$ cat config.mk
export PLATFORM = sky130hd
export DESIGN_NAME = data_mem_responder
export DESIGN_NICKNAME = d
export VERILOG_FILES = /design/src/rtl/mem_resp_pkg.sv /design/src/rtl/resp_word_ram.sv /design/src/rtl/data_mem_responder.sv
export SDC_FILE = /design/constraint.sdc
export NUM_CORES = 2
export LEC_CHECK = 0
export BUFFER_PORTS_ARGS = -buffer_cell sky130_fd_sc_hd__buf_2
export CAP_MARGIN = 20
export CORE_ASPECT_RATIO = 1.75
export CORE_MARGIN = 5
export CORE_UTILIZATION = 50
export CTS_CLUSTER_DIAMETER = 50
export DETAILED_ROUTE_END_ITERATION = 16
export HOLD_SLACK_MARGIN = 0.03
export PLACE_DENSITY = 0.68
export SLEW_MARGIN = 0
export SYNTH_ARGS = -nofsm -noshare
export SYNTH_HDL_FRONTEND = slang
export SYNTH_HIERARCHICAL = 1
export SYNTH_SLANG_ARGS = --single-unit
export TNS_END_PERCENT = 50
$ cat constraint.sdc
create_clock -name clk_i -period 5.9 [get_ports clk_i]
set_clock_uncertainty 0.1 [all_clocks]
set_input_delay 1.77 -clock clk_i [delete_from_list [all_inputs] [get_ports clk_i]]
set_output_delay 1.77 -clock clk_i [all_outputs]
set_load 0.1 [all_outputs]
$ cat src/rtl/mem_resp_pkg.sv
// Shared constants for the data memory responder: FSM state encodings and
// default geometry/timing parameters.
package mem_resp_pkg;

    // FSM state encodings
    localparam logic [1:0] ST_IDLE = 2'd0;
    localparam logic [1:0] ST_WAIT = 2'd1;
    localparam logic [1:0] ST_RESP = 2'd2;

    // Default number of 32-bit words and request-to-response latency
    localparam int DEFAULT_DEPTH   = 128;
    localparam int DEFAULT_LATENCY = 2;

    // Saturation value of the error counter
    localparam logic [7:0] ERR_COUNT_MAX = 8'hFF;

    // Word-address width for a given depth (at least one bit)
    function automatic int addr_width(input int depth);
        return (depth > 1) ? $clog2(depth) : 1;
    endfunction

endpackage

$ cat src/rtl/resp_word_ram.sv
// Word storage for the responder: one synchronous write port and one
// combinational read port. Contents survive reset; zero at simulation start.
module resp_word_ram
    import mem_resp_pkg::*;
#(
    parameter int DEPTH = DEFAULT_DEPTH,
    parameter int AW    = addr_width(DEPTH)
) (
    input  logic          clk_i,
    input  logic          we_i,
    input  logic [AW-1:0] waddr_i,
    input  logic [31:0]   wdata_i,
    input  logic [AW-1:0] raddr_i,
    output logic [31:0]   rdata_o
);

    logic [31:0] mem_q [DEPTH] = '{default: 32'h0};

    // Write port: commit one word per enabled edge, never cleared by reset
    always_ff @(posedge clk_i) begin
        if (we_i) begin
            mem_q[waddr_i] <= wdata_i;
        end
    end

    // Read port: asynchronous lookup of the latched word index
    always_comb begin
        rdata_o = mem_q[raddr_i];
    end

endmodule

$ cat src/rtl/data_mem_responder.sv
// Single-outstanding memory responder. A request is accepted in IDLE, waits
// LATENCY cycles in WAIT/counter, then is presented in RESP until consumed.
// Stores commit at the accept edge; loads sample memory on WAIT->RESP.
// Handshake: a transfer happens on an edge where valid && ready are both 1;
// the responder holds resp_* stable while resp_valid_o=1 and resp_ready_i=0.
module data_mem_responder
    import mem_resp_pkg::*;
#(
    parameter int DEPTH   = DEFAULT_DEPTH,
    parameter int LATENCY = DEFAULT_LATENCY
) (
    input  logic        clk_i,
    input  logic        rst_i,
    input  logic        req_valid_i,
    output logic        req_ready_o,
    input  logic        req_write_i,
    input  logic [31:0] req_addr_i,
    input  logic [31:0] req_wdata_i,
    output logic        resp_valid_o,
    input  logic        resp_ready_i,
    output logic [31:0] resp_rdata_o,
    output logic        resp_err_o,
    output logic [7:0]  err_count_o,
    output logic [1:0]  state_o
);

    localparam int         AW     = addr_width(DEPTH);
    localparam logic [3:0] LAT_M1 = 4'(LATENCY - 1);

    logic [1:0]    state_q, state_d;
    logic [3:0]    cnt_q, cnt_d;
    logic          lat_write_q, lat_write_d;
    logic          lat_err_q, lat_err_d;
    logic [AW-1:0] lat_idx_q, lat_idx_d;
    logic          resp_valid_q, resp_valid_d;
    logic [31:0]   resp_rdata_q, resp_rdata_d;
    logic          resp_err_q, resp_err_d;
    logic [7:0]    err_count_q, err_count_d;

    logic          req_err;
    logic          accept;
    logic          ram_we;
    logic [31:0]   ram_rdata;

    // Classify the presented request: misaligned or beyond the last word
    always_comb begin
        req_err = (req_addr_i[1:0] != 2'b00) ||
                  ({2'b00, req_addr_i[31:2]} >= 32'(DEPTH));
        accept  = (state_q == ST_IDLE) && req_valid_i;
        // Reset wins over an accept on the same edge, so no write then either
        ram_we  = accept && req_write_i && !req_err && !rst_i;
    end

    // Next-state logic for FSM, latency counter, response and error count.
    // Store data goes straight to memory at accept, so only the word index,
    // direction and error flag need to be held for the response.
    always_comb begin
        state_d      = state_q;
        cnt_d        = cnt_q;
        lat_write_d  = lat_write_q;
        lat_err_d    = lat_err_q;
        lat_idx_d    = lat_idx_q;
        resp_valid_d = resp_valid_q;
        resp_rdata_d = resp_rdata_q;
        resp_err_d   = resp_err_q;
        err_count_d  = err_count_q;
        case (state_q)
            ST_IDLE: begin
                if (accept) begin
                    lat_write_d = req_write_i;
                    lat_err_d   = req_err;
                    lat_idx_d   = req_addr_i[AW+1:2];
                    cnt_d       = LAT_M1;
                    state_d     = ST_WAIT;
                    if (req_err && (err_count_q != ERR_COUNT_MAX)) begin
                        err_count_d = err_count_q + 8'd1;
                    end
                end
            end
            ST_WAIT: begin
                if (cnt_q == 4'd0) begin
                    state_d      = ST_RESP;
                    resp_valid_d = 1'b1;
                    resp_err_d   = lat_err_q;
                    resp_rdata_d = (lat_write_q || lat_err_q) ? 32'h0 : ram_rdata;
                end else begin
                    cnt_d = cnt_q - 4'd1;
                end
            end
            ST_RESP: begin
                if (resp_ready_i) begin
                    state_d      = ST_IDLE;
                    resp_valid_d = 1'b0;
                    resp_err_d   = 1'b0;
                    resp_rdata_d = 32'h0;
                end
            end
            default: begin
                state_d = ST_IDLE;
            end
        endcase
    end

    // State registers with synchronous active-high reset
    always_ff @(posedge clk_i) begin
        if (rst_i) begin
            state_q      <= ST_IDLE;
            cnt_q        <= 4'd0;
            lat_write_q  <= 1'b0;
            lat_err_q    <= 1'b0;
            lat_idx_q    <= '0;
            resp_valid_q <= 1'b0;
            resp_rdata_q <= 32'h0;
            resp_err_q   <= 1'b0;
            err_count_q  <= 8'd0;
        end else begin
            state_q      <= state_d;
            cnt_q        <= cnt_d;
            lat_write_q  <= lat_write_d;
            lat_err_q    <= lat_err_d;
            lat_idx_q    <= lat_idx_d;
            resp_valid_q <= resp_valid_d;
            resp_rdata_q <= resp_rdata_d;
            resp_err_q   <= resp_err_d;
            err_count_q  <= err_count_d;
        end
    end

    resp_word_ram #(
        .DEPTH (DEPTH),
        .AW    (AW)
    ) u_ram (
        .clk_i   (clk_i),
        .we_i    (ram_we),
        .waddr_i (req_addr_i[AW+1:2]),
        .wdata_i (req_wdata_i),
        .raddr_i (lat_idx_q),
        .rdata_o (ram_rdata)
    );

    // Output mapping
    always_comb begin
        req_ready_o  = (state_q == ST_IDLE);
        resp_valid_o = resp_valid_q;
        resp_rdata_o = resp_rdata_q;
        resp_err_o   = resp_err_q;
        err_count_o  = err_count_q;
        state_o      = state_q;
    end

endmodule
==> flow_summary.yaml <==
outcome:
  outcome: "finished, final reports clean"
route:
  drt-initial-drc-count: 8898
  routed_wl_mm: 391
  drtAntennaViolNets: 0
  drc_errors: 0
  routedWlPerCell_um: 35.4
  vias: 70800
  vias_per_cell: 6.40
  dr.pass1.iters: 7
final_layout:
  nets: 6701
  synthToLayoutAreaGrowth_pct: 13.0
  drive_above_1_share: 0.353
  postLayoutCoreUtil: 0.565
  fin_area_um2: 178000
setup_path:
  path_cells: "buf_4 > buf_4 > mux4_2 > mux4_2 > mux4_2 > mux2_2 > a22oi_1 > nor2_1"
  cp_slowest_cell: "dfxtp_4"
  required_ns: 6.54
  slowest_delay_ns: 1.02
  startpoint_type: "flop"
  cp_data_arrival_time_ns: 5.09
  cp_common_cell: "mux4_2"
  critPathKind: "flop to flop"
  endpoint_kind: "flop"
  worstPathMaxFanout: 29
synthesis:
  async_flop_share: 0
  syn_inst: 6198
  avgSynthCellArea_um2: 25.5
  synth_top_area_frac: 0.779
  ys_seq_area_frac: 0.787
  ys_top_cells_by_count: "4,096 x edfxtp_1, 1,344 x mux4_2, 190 x clkbuf_1"
  ys_warn_count: 6
  yosys_register_bits: 4153
  post-synth-top-area-cell: "edfxtp_1"
  ys_top_cells_by_area: "edfxtp_1 78%, mux4_2 19%, dfxtp_1 0.72%"
  synthFlopType: "edfxtp_1"
  synth.most_common_cell: "edfxtp_1"
  netlist_area_um2: 158000
  synth-edff-count: 4096
  synthesis.nets: 6270
  synth_cell_type_count: 42
floorplan:
  core_area_um2: 315000
  initial_core_util: 0.501
  die_h_um: 753
  die_w_um: 435
  io_pins: 114
  fp-row-count: 273
  die-area_um2: 327000
clocking:
  path_clk_slew_ns: 0.07
  numCtsBuffers: 348
  holdBufCountCts: 0
  cts_tree: "done"
  clock_path_buffers: 4
  cts_resized: 0
  h-tree-depth: 5
  cts.sinks: 4153
  cts_root_buf: "clkbuf_16"
  clock_latency_ns: 0.94
  cts_setup_buffers: 0
pwr:
  peakVddDrop_mv: 0.276
  p_leak_uw: 0.0528
  p_per_area_nw_per_um2: 336
placed_design:
  dpl.hpwl_mm: 250
  port_buffers: 113
  gp_congestion: 0.866
  post_dp_cell_area_um2: 167000
timing:
  whs_ns: 0.374
  tns_ns: 0
  slew_headroom: 0.238
  setup_violations: 0
  worst_pin_slew_ns: 1.14
  rsz0062_at_grt: "false"
  hold_viol: 0
  period_minus_slack_ns: 4.46
  max_freq_ghz: 0.224
  drv_slew: 0
  period_share: 0.756
grt:
  grt.overflow.total: 0
  grt_start_max_net_pins: 129
  grt_pass1_vias: 72200
  grt_pass1_wl_mm: 556
  grt_util_all_layers: 0.240
  grt_antenna_before_repair: 43
job:
  maxCapViolations: 0
hold_path:
  hold_class: "flop to flop"
-- worst max-delay path, delay by kind of cell (launching register included) --
kind                   cells  cell delay (ns)
buffers and inverters      2             0.81
multiplexers               4             2.05
AO/OA/AOI/OAI              1             0.17
flip-flops                 1             1.02
AND/OR/NAND/NOR            1             0.05
-- final timing paths --
kind / start / depth (start not counted) / endpoint / slack (ns)
worst max register to register: lat_idx_q[0] / 8 / resp_rdata_o[11] / 1.44
worst min register to register: lat_idx_q[5] / 2 / lat_idx_q[5] / 0.37
worst min-delay path: lat_idx_q[5] / 2 / lat_idx_q[5] / 0.37
worst max-delay path: lat_idx_q[0] / 8 / resp_rdata_o[11] / 1.44
-- stage by stage --
stage	power (uW)	setup slack (ns)	instances
after floorplan	35300	0.0276	6198
after global placement	37300	0.927	10400
after detailed placement	37400	0.868	10400
after CTS	60300	1.44	11000
after global routing	61600	1.25	11000
final	59900	1.44	11100
-- cell families after synthesis --
kind of cell               count (synthesis)  share of synthesized area
DFF                                     4153                      0.787
muxes                                   1377                      0.194
buffers and inverters                    334                    0.00883
and+or+nand+nor                          267                    0.00736
AOI/OAI and AO/OA                         60                    0.00258
xor gates and xnor gates                   4                   0.000222
adders and majority gates                  3                   0.000238
-- sequential cells by signal, summed over array words and instances (netlist names) --
signal,cells
cnt_q,4
err_count_o,8
lat_err_q,1
lat_idx_q,7
lat_write_q,1
resp_err_o,1
resp_rdata_o,32
resp_valid_o,1
state_o,2
u_ram/mem_q,4096
-- layer usage --
metal,vias to the layer above,global-route usage,wire length (um)
li1,28000,-,-
met1,38700,0.315,140000
met2,3513,0.406,203000
met3,588,0.0374,30300
met4,14,0.0964,18000
met5,-,0,87
-- power by group --
part	total (uW)	internal (uW)	switching [uW]
clock network	23200	12700	10400
registers	32500	32400	123
logic	4190	1620	2570
total	59900	46800	13100
-- area by class of cell --
cell class | count | area, um^2
fill | 22000 | 137000
sequential | 4153 | 124000
multi-input combinational | 1711 | 33200
clock buffer | 420 | 9190
tap | 4125 | 5160
timing repair buffer | 412 | 4300
clock inverter | 207 | 2140
antenna | 29 | 72.6
inverter | 3 | 11.3
-- layout by cell type, fill, tap and decap left out, types with 6 or more instances in the layout --
master,Yosys,layout
nor2_4,1,120
mux2_2,32,32
buf_6,3,9
nor2b_1,8,8
clkbuf_1,190,59
buf_4,3,212
nor4_1,6,6
clkbuf_8,0,6
inv_6,0,8
diode_2,0,29
clkbuf_16,0,355
buf_2,85,81
dfxtp_1,57,51
clkinvlp_4,0,27
dfxtp_4,0,6
inv_16,0,6
clkinv_2,0,55
a22oi_1,32,32
nand3_1,18,14
edfxtp_1,4096,4096
buf_12,0,110
clkinv_1,0,63
mux4_2,1344,1344
nor3_2,1,9
nand2_1,36,36
a21oi_1,16,16
nor2_1,163,44
bufinv_16,0,35
clkinv_4,0,6
Note: power is estimated with default switching activity, not from simulation.
